## src/rtl/tl_release_sink_pkg.sv

```systemverilog
// Shared TileLink C/D channel definitions for the release sink: opcodes, line geometry
// and the captured C-channel header.
package tl_release_sink_pkg;

  localparam int TL_ADDR_W     = 32;
  localparam int TL_SRC_W      = 3;
  localparam int TL_BEAT_W     = 128;
  localparam int TL_BEATS      = 4;
  localparam int TL_LINE_BYTES = 64;
  localparam int TL_OFFSET_W   = $clog2(TL_LINE_BYTES);

  typedef enum logic [2:0] {
    TL_C_PROBE_ACK      = 3'd4,
    TL_C_PROBE_ACK_DATA = 3'd5,
    TL_C_RELEASE        = 3'd6,
    TL_C_RELEASE_DATA   = 3'd7
  } tl_c_opcode_e;

  typedef enum logic [2:0] {
    TL_D_RELEASE_ACK = 3'd6
  } tl_d_opcode_e;

  typedef struct packed {
    logic [2:0]           param;
    logic [3:0]           size;
    logic [TL_SRC_W-1:0]  source;
    logic [TL_ADDR_W-1:0] address;
  } tl_c_hdr_t;

  function automatic logic is_c_data(input logic [2:0] op);
    return (op == TL_C_PROBE_ACK_DATA) || (op == TL_C_RELEASE_DATA);
  endfunction

endpackage

```

## src/rtl/tl_release_sink_line_buffer.sv

```systemverilog
// One cache line of beat registers: indexed beat write port, flat line read port with
// beat 0 in the least significant bits.
module tl_release_sink_line_buffer #(
  parameter int BEAT_W = 128,
  parameter int BEATS  = 4
) (
  input  logic                       clock,
  input  logic                       i_wr_en,
  input  logic [$clog2(BEATS)-1:0]   i_wr_idx,
  input  logic [BEAT_W-1:0]          i_wr_data,
  output logic [BEAT_W*BEATS-1:0]    o_line
);

  // Contents are only meaningful once all beats of a message have landed, so no reset.
  logic [BEATS-1:0][BEAT_W-1:0] r_beats;

  always_ff @(posedge clock) begin
    if (i_wr_en) begin
      r_beats[i_wr_idx] <= i_wr_data;
    end
  end

  assign o_line = r_beats;

endmodule

```

## src/rtl/tl_release_sink.sv

```systemverilog
// Manager-side TileLink C-channel sink: collects Release/ProbeAck messages, writes dirty
// lines to the backing store, then answers with ReleaseAck on D or a probe-ack pulse.
module tl_release_sink
  import tl_release_sink_pkg::*;
#(
  parameter int ADDR_W = TL_ADDR_W,
  parameter int SRC_W  = TL_SRC_W,
  parameter int BEAT_W = TL_BEAT_W,
  parameter int BEATS  = TL_BEATS
) (
  input  logic                      clock,
  input  logic                      reset,
  input  logic                      c_valid,
  output logic                      c_ready,
  input  logic [2:0]                c_opcode,
  input  logic [2:0]                c_param,
  input  logic [3:0]                c_size,
  input  logic [SRC_W-1:0]          c_source,
  input  logic [ADDR_W-1:0]         c_address,
  input  logic [BEAT_W-1:0]         c_data,
  output logic                      mem_wr_valid,
  input  logic                      mem_wr_ready,
  output logic [ADDR_W-1:0]         mem_wr_addr,
  output logic [BEAT_W*BEATS-1:0]   mem_wr_data,
  output logic                      d_valid,
  input  logic                      d_ready,
  output logic [2:0]                d_opcode,
  output logic [2:0]                d_param,
  output logic [3:0]                d_size,
  output logic [SRC_W-1:0]          d_source,
  output logic                      probe_ack_valid,
  output logic [2:0]                probe_ack_param,
  output logic [SRC_W-1:0]          probe_ack_source,
  output logic                      probe_ack_dirty,
  output logic                      proto_err,
  output logic [2:0]                o_dbg_state
);

  localparam int                CNT_W     = $clog2(BEATS);
  localparam logic [CNT_W-1:0]  LAST_BEAT = CNT_W'(BEATS - 1);

  typedef enum logic [2:0] {
    S_IDLE      = 3'd0,
    S_COLLECT   = 3'd1,
    S_MEM_WRITE = 3'd2,
    S_ACK       = 3'd3,
    S_NOTIFY    = 3'd4
  } state_e;

  state_e           r_state;
  logic [CNT_W-1:0] r_beat_cnt;
  logic [2:0]       r_opcode;
  tl_c_hdr_t        r_hdr;
  logic             r_proto_err;
  logic             r_mem_wr_valid;
  logic             r_d_valid;
  logic             r_probe_ack_valid;

  logic             w_c_fire;
  logic             w_hdr_fire;
  logic             w_collect_fire;
  logic             w_hdr_misaligned;
  logic             w_beat_mismatch;
  logic             w_buf_wr_en;
  logic [CNT_W-1:0] w_buf_idx;
  tl_c_hdr_t        w_c_hdr;
  logic [BEAT_W*BEATS-1:0] w_line;

  // Handshakes: a beat/line/response transfers on a posedge where valid && ready are both
  // high; once raised, mem_wr_valid and d_valid hold with stable payload until that edge.
  assign c_ready        = !reset && ((r_state == S_IDLE) || (r_state == S_COLLECT));
  assign w_c_fire       = c_valid && c_ready;
  assign w_hdr_fire     = w_c_fire && (r_state == S_IDLE);
  assign w_collect_fire = w_c_fire && (r_state == S_COLLECT);

  assign w_c_hdr = '{param: c_param, size: c_size, source: c_source, address: c_address};
  assign w_hdr_misaligned = |c_address[TL_OFFSET_W-1:0];
  assign w_beat_mismatch  = (c_opcode != r_opcode) || (c_source != r_hdr.source) ||
                            (c_address != r_hdr.address);

  assign w_buf_wr_en = (w_hdr_fire && is_c_data(c_opcode)) || w_collect_fire;
  assign w_buf_idx   = (r_state == S_COLLECT) ? r_beat_cnt : '0;

  tl_release_sink_line_buffer #(
    .BEAT_W (BEAT_W),
    .BEATS  (BEATS)
  ) u_line_buf (
    .clock     (clock),
    .i_wr_en   (w_buf_wr_en),
    .i_wr_idx  (w_buf_idx),
    .i_wr_data (c_data),
    .o_line    (w_line)
  );

  always_ff @(posedge clock) begin
    if (reset) begin
      r_state           <= S_IDLE;
      r_beat_cnt        <= '0;
      r_opcode          <= '0;
      r_hdr             <= '0;
      r_proto_err       <= 1'b0;
      r_mem_wr_valid    <= 1'b0;
      r_d_valid         <= 1'b0;
      r_probe_ack_valid <= 1'b0;
    end else begin
      case (r_state)
        S_IDLE: begin
          if (w_hdr_fire) begin
            r_opcode <= c_opcode;
            r_hdr    <= w_c_hdr;
            if (w_hdr_misaligned) begin
              r_proto_err <= 1'b1;
            end
            case (c_opcode)
              TL_C_RELEASE_DATA, TL_C_PROBE_ACK_DATA: begin
                r_beat_cnt <= CNT_W'(1);
                r_state    <= S_COLLECT;
              end
              TL_C_RELEASE: begin
                r_d_valid <= 1'b1;
                r_state   <= S_ACK;
              end
              TL_C_PROBE_ACK: begin
                r_probe_ack_valid <= 1'b1;
                r_state           <= S_NOTIFY;
              end
              // Not a C-channel message we sink: swallow the beat and flag it.
              default: r_proto_err <= 1'b1;
            endcase
          end
        end
        S_COLLECT: begin
          if (w_collect_fire) begin
            r_beat_cnt <= r_beat_cnt + CNT_W'(1);
            if (w_beat_mismatch) begin
              r_proto_err <= 1'b1;
            end
            if (r_beat_cnt == LAST_BEAT) begin
              r_mem_wr_valid <= 1'b1;
              r_state        <= S_MEM_WRITE;
            end
          end
        end
        S_MEM_WRITE: begin
          if (mem_wr_ready) begin
            r_mem_wr_valid <= 1'b0;
            if (r_opcode == TL_C_RELEASE_DATA) begin
              r_d_valid <= 1'b1;
              r_state   <= S_ACK;
            end else begin
              r_probe_ack_valid <= 1'b1;
              r_state           <= S_NOTIFY;
            end
          end
        end
        S_ACK: begin
          if (d_ready) begin
            r_d_valid <= 1'b0;
            r_state   <= S_IDLE;
          end
        end
        S_NOTIFY: begin
          r_probe_ack_valid <= 1'b0;
          r_state           <= S_IDLE;
        end
        default: begin
          r_mem_wr_valid    <= 1'b0;
          r_d_valid         <= 1'b0;
          r_probe_ack_valid <= 1'b0;
          r_state           <= S_IDLE;
        end
      endcase
    end
  end

  assign mem_wr_valid     = r_mem_wr_valid;
  assign mem_wr_addr      = r_hdr.address;
  assign mem_wr_data      = w_line;
  assign d_valid          = r_d_valid;
  assign d_opcode         = TL_D_RELEASE_ACK;
  assign d_param          = 3'd0;
  assign d_size           = r_hdr.size;
  assign d_source         = r_hdr.source;
  assign probe_ack_valid  = r_probe_ack_valid;
  assign probe_ack_param  = r_hdr.param;
  assign probe_ack_source = r_hdr.source;
  assign probe_ack_dirty  = (r_opcode == TL_C_PROBE_ACK_DATA);
  assign proto_err        = r_proto_err;
  assign o_dbg_state      = r_state;

endmodule

```

## config.mk

```make
export PLATFORM = sky130hd
export DESIGN_NAME = tl_release_sink
export DESIGN_NICKNAME = d
export VERILOG_FILES = /design/src/rtl/tl_release_sink_pkg.sv /design/src/rtl/tl_release_sink_line_buffer.sv /design/src/rtl/tl_release_sink.sv
export SDC_FILE = /design/constraint.sdc
export NUM_CORES = 1
export LEC_CHECK = 0
export ABC_AREA = 1
export BUFFER_PORTS_ARGS = -buffer_cell sky130_fd_sc_hd__buf_4
export CAP_MARGIN = 10
export CORE_AREA = 3 3 290 292
export DETAILED_ROUTE_END_ITERATION = 10
export DIE_AREA = 0 0 293 295
export HOLD_SLACK_MARGIN = 0.05
export SETUP_SLACK_MARGIN = 0.4
export SLEW_MARGIN = 20
export SYNTH_ARGS = -nofsm -noshare
export SYNTH_HDL_FRONTEND = slang
export SYNTH_SLANG_ARGS = --single-unit
```

## constraint.sdc

```tcl
create_clock -name clock -period 45 [get_ports clock]
set_input_delay 2.25 -clock clock [delete_from_list [all_inputs] [get_ports clock]]
set_output_delay 2.25 -clock clock [all_outputs]
set_load 0.005 [all_outputs]
```

==> After elaboration in Yosys (flattened, before gate mapping) <==
Cells that the tools add are included.
{ "op_classes": {"order_cmp": 2, "n_eq_ne": 27, "n_mux": 37, "n_reduce_logical": 27, "bitwise": 3, "addsub": 1} }
{ "ops": {"columns": ["cell", "n"], "rows": [
  ["$bwmux W512", 1],
  ["$demux W128 S2", 1],
  ["$mux W128", 1],
  ["$ne A32 B32 Y1", 1],
  ["$eq A3 B3 Y1 const B", 7],
  ["$mux W3", 6],
  ["$mux W1", 17],
  ["$ne A2 B2 Y1 const B", 7],
  ["$pmux W3 S4", 1],
  ["$reduce_and A6 Y1", 2],
  ["$reduce_and A5 Y1", 2],
  ["$pmux W3 S3", 1],
  ["$mux W2", 4],
  ["$ne A2 B1 Y1 const B", 4],
  ["$reduce_and A4 Y1", 2],
  ["$eq A3 B2 Y1 const B", 2],
  ["$logic_and A1 B1 Y1", 6],
  ["$ne A3 B3 Y1", 2],
  ["$pmux W1 S3", 2],
  ["$reduce_or A2 Y1", 3],
  ["$reduce_or A6 Y1", 1],
  ["$logic_or A1 B1 Y1", 5],
  ["$ne A4 B1 Y1 const B", 1],
  ["$pmux W1 S4", 1],
  ["15 further kinds", 17]
]} }
{ "word_totals": {"reg_bits": 566, "elab_cells": 112, "out_inout_bits": 572, "inputBits": 178} }

==> Logic depth before layout (Yosys ltp) <==
{ "logic_depth": {"ltp_word": 7, "ltp_mapped": 10, "ltp_nobuf": 10} }

==> By module <==
A second synthesis with hierarchy kept.
{ "unflattened": {"cells_unflattened": 918, "hier_area_um2": 18189.9} }
{ "by_module_without_submodules": {"columns": ["module", "seq_area_each_um2", "cells_per_inst", "area_each_um2", "n_inst"], "rows": [
  ["tl_release_sink_line_buffer", 15374.7, 520, 15404.8, 1],
  ["tl_release_sink", 1081.0, 398, 2785.2, 1]
]} }

==> Worst setup path after synthesis <==
OpenSTA, ideal clock, no wires.
{ "synth_timing": {"path_type": "input -> register", "start": "input reset", "end": "register u_line_buf.r_beats (netlist bit u_line_buf.o_line[256]) (enable)", "n_path_buf": 1, "setup_time_ns": 0.929, "arrival_time_ns": 14.938, "path_slack_ns": 29.133, "path_stages": 6, "required_time_ns": 44.071, "path_cell_list": "clkbuf_1 inv_1 nand3_4 nor2_1 inv_1 nor4_1"} }
{ "synth_via": {"elab_chain_len": 6, "elab_cells_between_ends": 7, "classes_between": "reduce/logical (7)"} }
{ "synth_rtl": {"columns": ["item", "line", "source"], "rows": [
  ["start: declaration", "tl_release_sink.sv:12", "input logic reset,"],
  ["$logic_not A1 Y1 (*)", "tl_release_sink.sv:71", "assign c_ready = !reset && ((r_state == S_IDLE) || (r_state == S_COLLECT));"],
  ["$logic_and A1 B1 Y1 (*)", "tl_release_sink.sv:71", null],
  ["$logic_and A1 B1 Y1 (*)", "tl_release_sink.sv:72", "assign w_c_fire = c_valid && c_ready;"],
  ["$logic_and A1 B1 Y1", "tl_release_sink.sv:73", "assign w_hdr_fire = w_c_fire && (r_state == S_IDLE);"],
  ["$logic_and A1 B1 Y1", "tl_release_sink.sv:81", "assign w_buf_wr_en = (w_hdr_fire && is_c_data(c_opcode)) || w_collect_fire;"],
  ["$logic_or A1 B1 Y1 (*)", "tl_release_sink.sv:81", null],
  ["end signal: indexed assignment", "tl_release_sink_line_buffer.sv:19", "r_beats[i_wr_idx] <= i_wr_data;"],
  ["end: declaration", "tl_release_sink_line_buffer.sv:15", "logic [BEATS-1:0][BEAT_W-1:0] r_beats;"]
]} }
Mark *: on every way between the ends. The rest lies on a longest branch, timed or not.
A chain may end at the register's enable or synchronous reset.

==> Worst setup path after layout <==
{ "layout_timing": {"start": "input reset", "end": "output c_ready"} }
{ "layout_via": {"elab_chain_len": 2} }
{ "layout_rtl": {"columns": ["item", "line", "source"], "rows": [
  ["$logic_not A1 Y1", "tl_release_sink.sv:71", null],
  ["$logic_and A1 B1 Y1", "tl_release_sink.sv:71", null],
  ["end: declaration", "tl_release_sink.sv:14", "output logic c_ready,"]
]} }
No other way between the ends.

==> impl_results.md <==
* Total Die Area at 86400 sq um
* Fraction of layout instances using a drive strength above 1 at 0.475
* Slew headroom at 0.277
* Area added between synthesis and finish at 47.2%
* Relative contribution of combinational cells to total power at 0.078
* CP max FO at 37
* Status: completed
* Final cycle utilization of the critical path at 0.113
* Required time worst endpoint at between 40 and 50 ns
* Antenna Nets Post-Route at 0
* Setup repair after global routing missed its margin: false
* Critical setup path kind: in2out
* Site row count at around 110
* Yosys reg bits at 566
* Area contributors post-synth: sky130_fd_sc_hd__edfxtp_1, sky130_fd_sc_hd__dfxtp_1, sky130_fd_sc_hd__nand2_1
* Area of the multi-input gates at 1470 sq um
* Global router's overall resource usage at 0.124
* Number of clock buffers inserted by TritonCTS at 55
* Cell area power density at 41.6 nW/um^2
* Post-CTS setup repair buffer count at 0
* Detailed placer's ending HPWL at 44.0 mm
* Arrival time at the worst endpoint at 2.85 ns
* Maximum resistive drop on vdd at 27.5 uV
* Clock tree from TritonCTS: built
* Final setup violation count at 0
* Wire length of the first global-routing pass at 78.6 mm
* Post-cts sizing count at 0
* Synthesized cell area at 18200 sq um
* Reg power frac at 0.536
* Starting DRT DRC Count at roughly 550
* Fraction of power spent switching nets at 0.222
* Share of power burned in the clock network at 0.386
* Actual transition at the worst max-transition pin at 1.08 ns
* Fraction of synthesized cell area taken by the top area cell type at 0.844
* I/O pin count at 750
* Type of element launching the critical path: primary input
* Initial Utilization at 0.223
* Standard cell with the maximum stage delay on the critical path: sky130_fd_sc_hd__buf_4
* Maximum clock skew at final layout at 0.0262 ns
* Clock edge transition at the registers on the reported setup and hold paths at 0.06 ns
* Number of H-tree levels at 2
* Cells after Synth at 936
* Critical Path Max Stage Delay at approximately 0.33 ns
* Cell type with the largest total area after synthesis: sky130_fd_sc_hd__edfxtp_1
* Clock latency at the later pin of the worst-skew pair at between 0.6 and 0.7 ns
* TritonCTS Sinks at 566
* Maximum buffer depth of the clock tree at 3
* Number of fill cells at 7947
* DRC Markers at 0
* Cell at the root of the clock tree: sky130_fd_sc_hd__clkbuf_16
* DR pass1 iterations at 5
* Share of the core filled with cells at 0.328
* Port Buffer Count at 743
* Leakage power summed over all cells at 10.2 nW
* Worst min-delay path category: reg2reg
* Grt total ovfl at 0
* Maximum Capacitance Violations at 0
* Routed WL at 57.8 mm
* Final count of hold timing violations at 0
* Sequential fraction of the synthesis area at 0.903
* Number of vias after detailed routing at 11177
* Vias in the first global route at roughly 11000
* Pin count of the biggest net entering global routing at 66
* Count of different cell masters after synthesis at 29
* Synthesized area per cell at 19.5 sq um
* Switching power at 0.248 mW
* Via density per instance at about 4
* Final count of pins violating max slew at 0
* Internal Dissipation at 0.868 mW
* Worst path most repeated cell: sky130_fd_sc_hd__buf_4
* Yosys synthesis warning count at 0
* Routed wirelength normalized by instance count at 20.4 um
* Number of nets in the layout at 1905
* Post-Route Setup TNS at 0 ns
* Area of the placeable core at between 80000 and 90000 sq um
* Die span in x at 293 um
* Antenna violations before repair at 3
* Register Area at 16500 sq um
* Min cycle time layout at 5.10 ns
* Ordered cell list for the critical path: buf_4, a21oi_1, buf_4
* Critical path endpoint category: primary output
* Placer congestion estimate at slightly below 0.9
* Peak clock frequency supported by timing at 196 MHz
* Vert. Die Dim at a little under 300 um
* Total of hold buffers inserted after clock tree synthesis at 0
cell usage after synthesis:
cell,n
sky130_fd_sc_hd__inv_1,48
sky130_fd_sc_hd__xor2_1,1
sky130_fd_sc_hd__nor4_1,2
sky130_fd_sc_hd__dfxtp_1,54
sky130_fd_sc_hd__a211oi_1,1
sky130_fd_sc_hd__nor2_1,24
sky130_fd_sc_hd__nand3_4,1
sky130_fd_sc_hd__nand2_1,114
sky130_fd_sc_hd__nand3_1,35
sky130_fd_sc_hd__xnor2_1,21
sky130_fd_sc_hd__and2_1,1
sky130_fd_sc_hd__nand2_2,3
sky130_fd_sc_hd__a21oi_1,55
sky130_fd_sc_hd__conb_1,2
sky130_fd_sc_hd__buf_6,2
sky130_fd_sc_hd__o21ai_0,19
sky130_fd_sc_hd__o211ai_1,2
sky130_fd_sc_hd__nor2_2,1
sky130_fd_sc_hd__buf_2,8
sky130_fd_sc_hd__buf_4,9
sky130_fd_sc_hd__clkbuf_1,8
sky130_fd_sc_hd__edfxtp_1,512
sky130_fd_sc_hd__inv_2,1
sky130_fd_sc_hd__o22ai_1,1
sky130_fd_sc_hd__a31oi_1,1
sky130_fd_sc_hd__ha_1,1
sky130_fd_sc_hd__nand4_1,5
sky130_fd_sc_hd__o21ai_1,2
sky130_fd_sc_hd__nor3_1,2
power groups by stage:
| stage | Sequential, mW | Combinational (mW) | Clock (mW) |
|---|---|---|---|
| after global placement | 0.609 | 0.0861 | 0 |
| final | 0.599 | 0.0866 | 0.431 |
| after global routing | 0.600 | 0.0943 | 0.467 |
| after floorplan | 0.613 | 0.0320 | 0 |
| after CTS | 0.599 | 0.0879 | 0.443 |
| after detailed placement | 0.610 | 0.0877 | 0 |
stage by stage:
step                      instances  power [mW]  area, sq um  setup WS (ns)  hold WS (ns)
after floorplan                 940       0.645        18200          29.13         0.440
after global placement         2739       0.695        25100          39.39         0.444
after detailed placement       2739       0.697        25100          39.33         0.446
after CTS                      2836        1.13        26800          39.89         0.459
after global routing           2836        1.16        26800          39.74         0.474
final                          2837        1.12        26800          39.90         0.460
metal layers:
layer,part of all wire,vias up,GRT usage
met5,0,-,0
met4,0.038,0,0.0476
met3,0.10,103,0.0463
met2,0.51,621,0.222
met1,0.35,5424,0.132
li1,-,5029,-
area by class of cell:
type / count / area share
diodes: 1 / 0.0000933
clock buffers: 73 / 0.0546
clock inverters: 24 / 0.00840
inverters: 49 / 0.00686
multi-input cells: 298 / 0.0549
flip-flops and latches: 566 / 0.614
well taps: 1070 / 0.0499
repair buffers: 756 / 0.212
placed cells by master (no fill, tap or decap), types with 19 or more instances in the layout:
cell	count
sky130_fd_sc_hd__edfxtp_1	512
sky130_fd_sc_hd__clkbuf_16	55
sky130_fd_sc_hd__nand2_1	114
sky130_fd_sc_hd__a21oi_1	55
sky130_fd_sc_hd__nor2_1	22
sky130_fd_sc_hd__xnor2_1	21
sky130_fd_sc_hd__nand3_1	35
sky130_fd_sc_hd__dfxtp_1	54
sky130_fd_sc_hd__o21ai_0	19
sky130_fd_sc_hd__inv_1	48
sky130_fd_sc_hd__buf_4	756
path summary, 6_finish.rpt:
check                                     from                     to  slack, ns  depth (start not counted)
worst max register to register  o_dbg_state[0]  u_line_buf.o_line[28]      41.50                         10
worst min-delay path                   d_valid                d_valid       0.46                          2
worst min register to register         d_valid                d_valid       0.46                          2
worst max-delay path                     reset                c_ready      39.90                          3
logic make-up after synthesis:
family,count (synthesis),share of synthesized area
XOR/XNOR,22,0.0106
AND/OR/NAND/NOR,188,0.0437
buffers and inverters,76,0.0189
adder cells (fa/ha/maj),1,0.000686
AO/OA/AOI/OAI,81,0.0228
other,2,0.000412
flip-flops,566,0.903
registers in the layout (all words and copies together), names as in the netlist, 2 cells and up:
name               flops
probe_ack_param        3
mem_wr_addr           32
u_line_buf.o_line    512
r_beat_cnt             2
d_size                 4
o_dbg_state            3
r_opcode               3
d_source               3
worst max-delay path, delay by kind of cell:
| family | cells | cell delay, ns |
|---|---|---|
| compound gates | 1 | 0.09 |
| buf+inv | 2 | 0.49 |
Note: power is estimated with default switching activity, not from simulation.
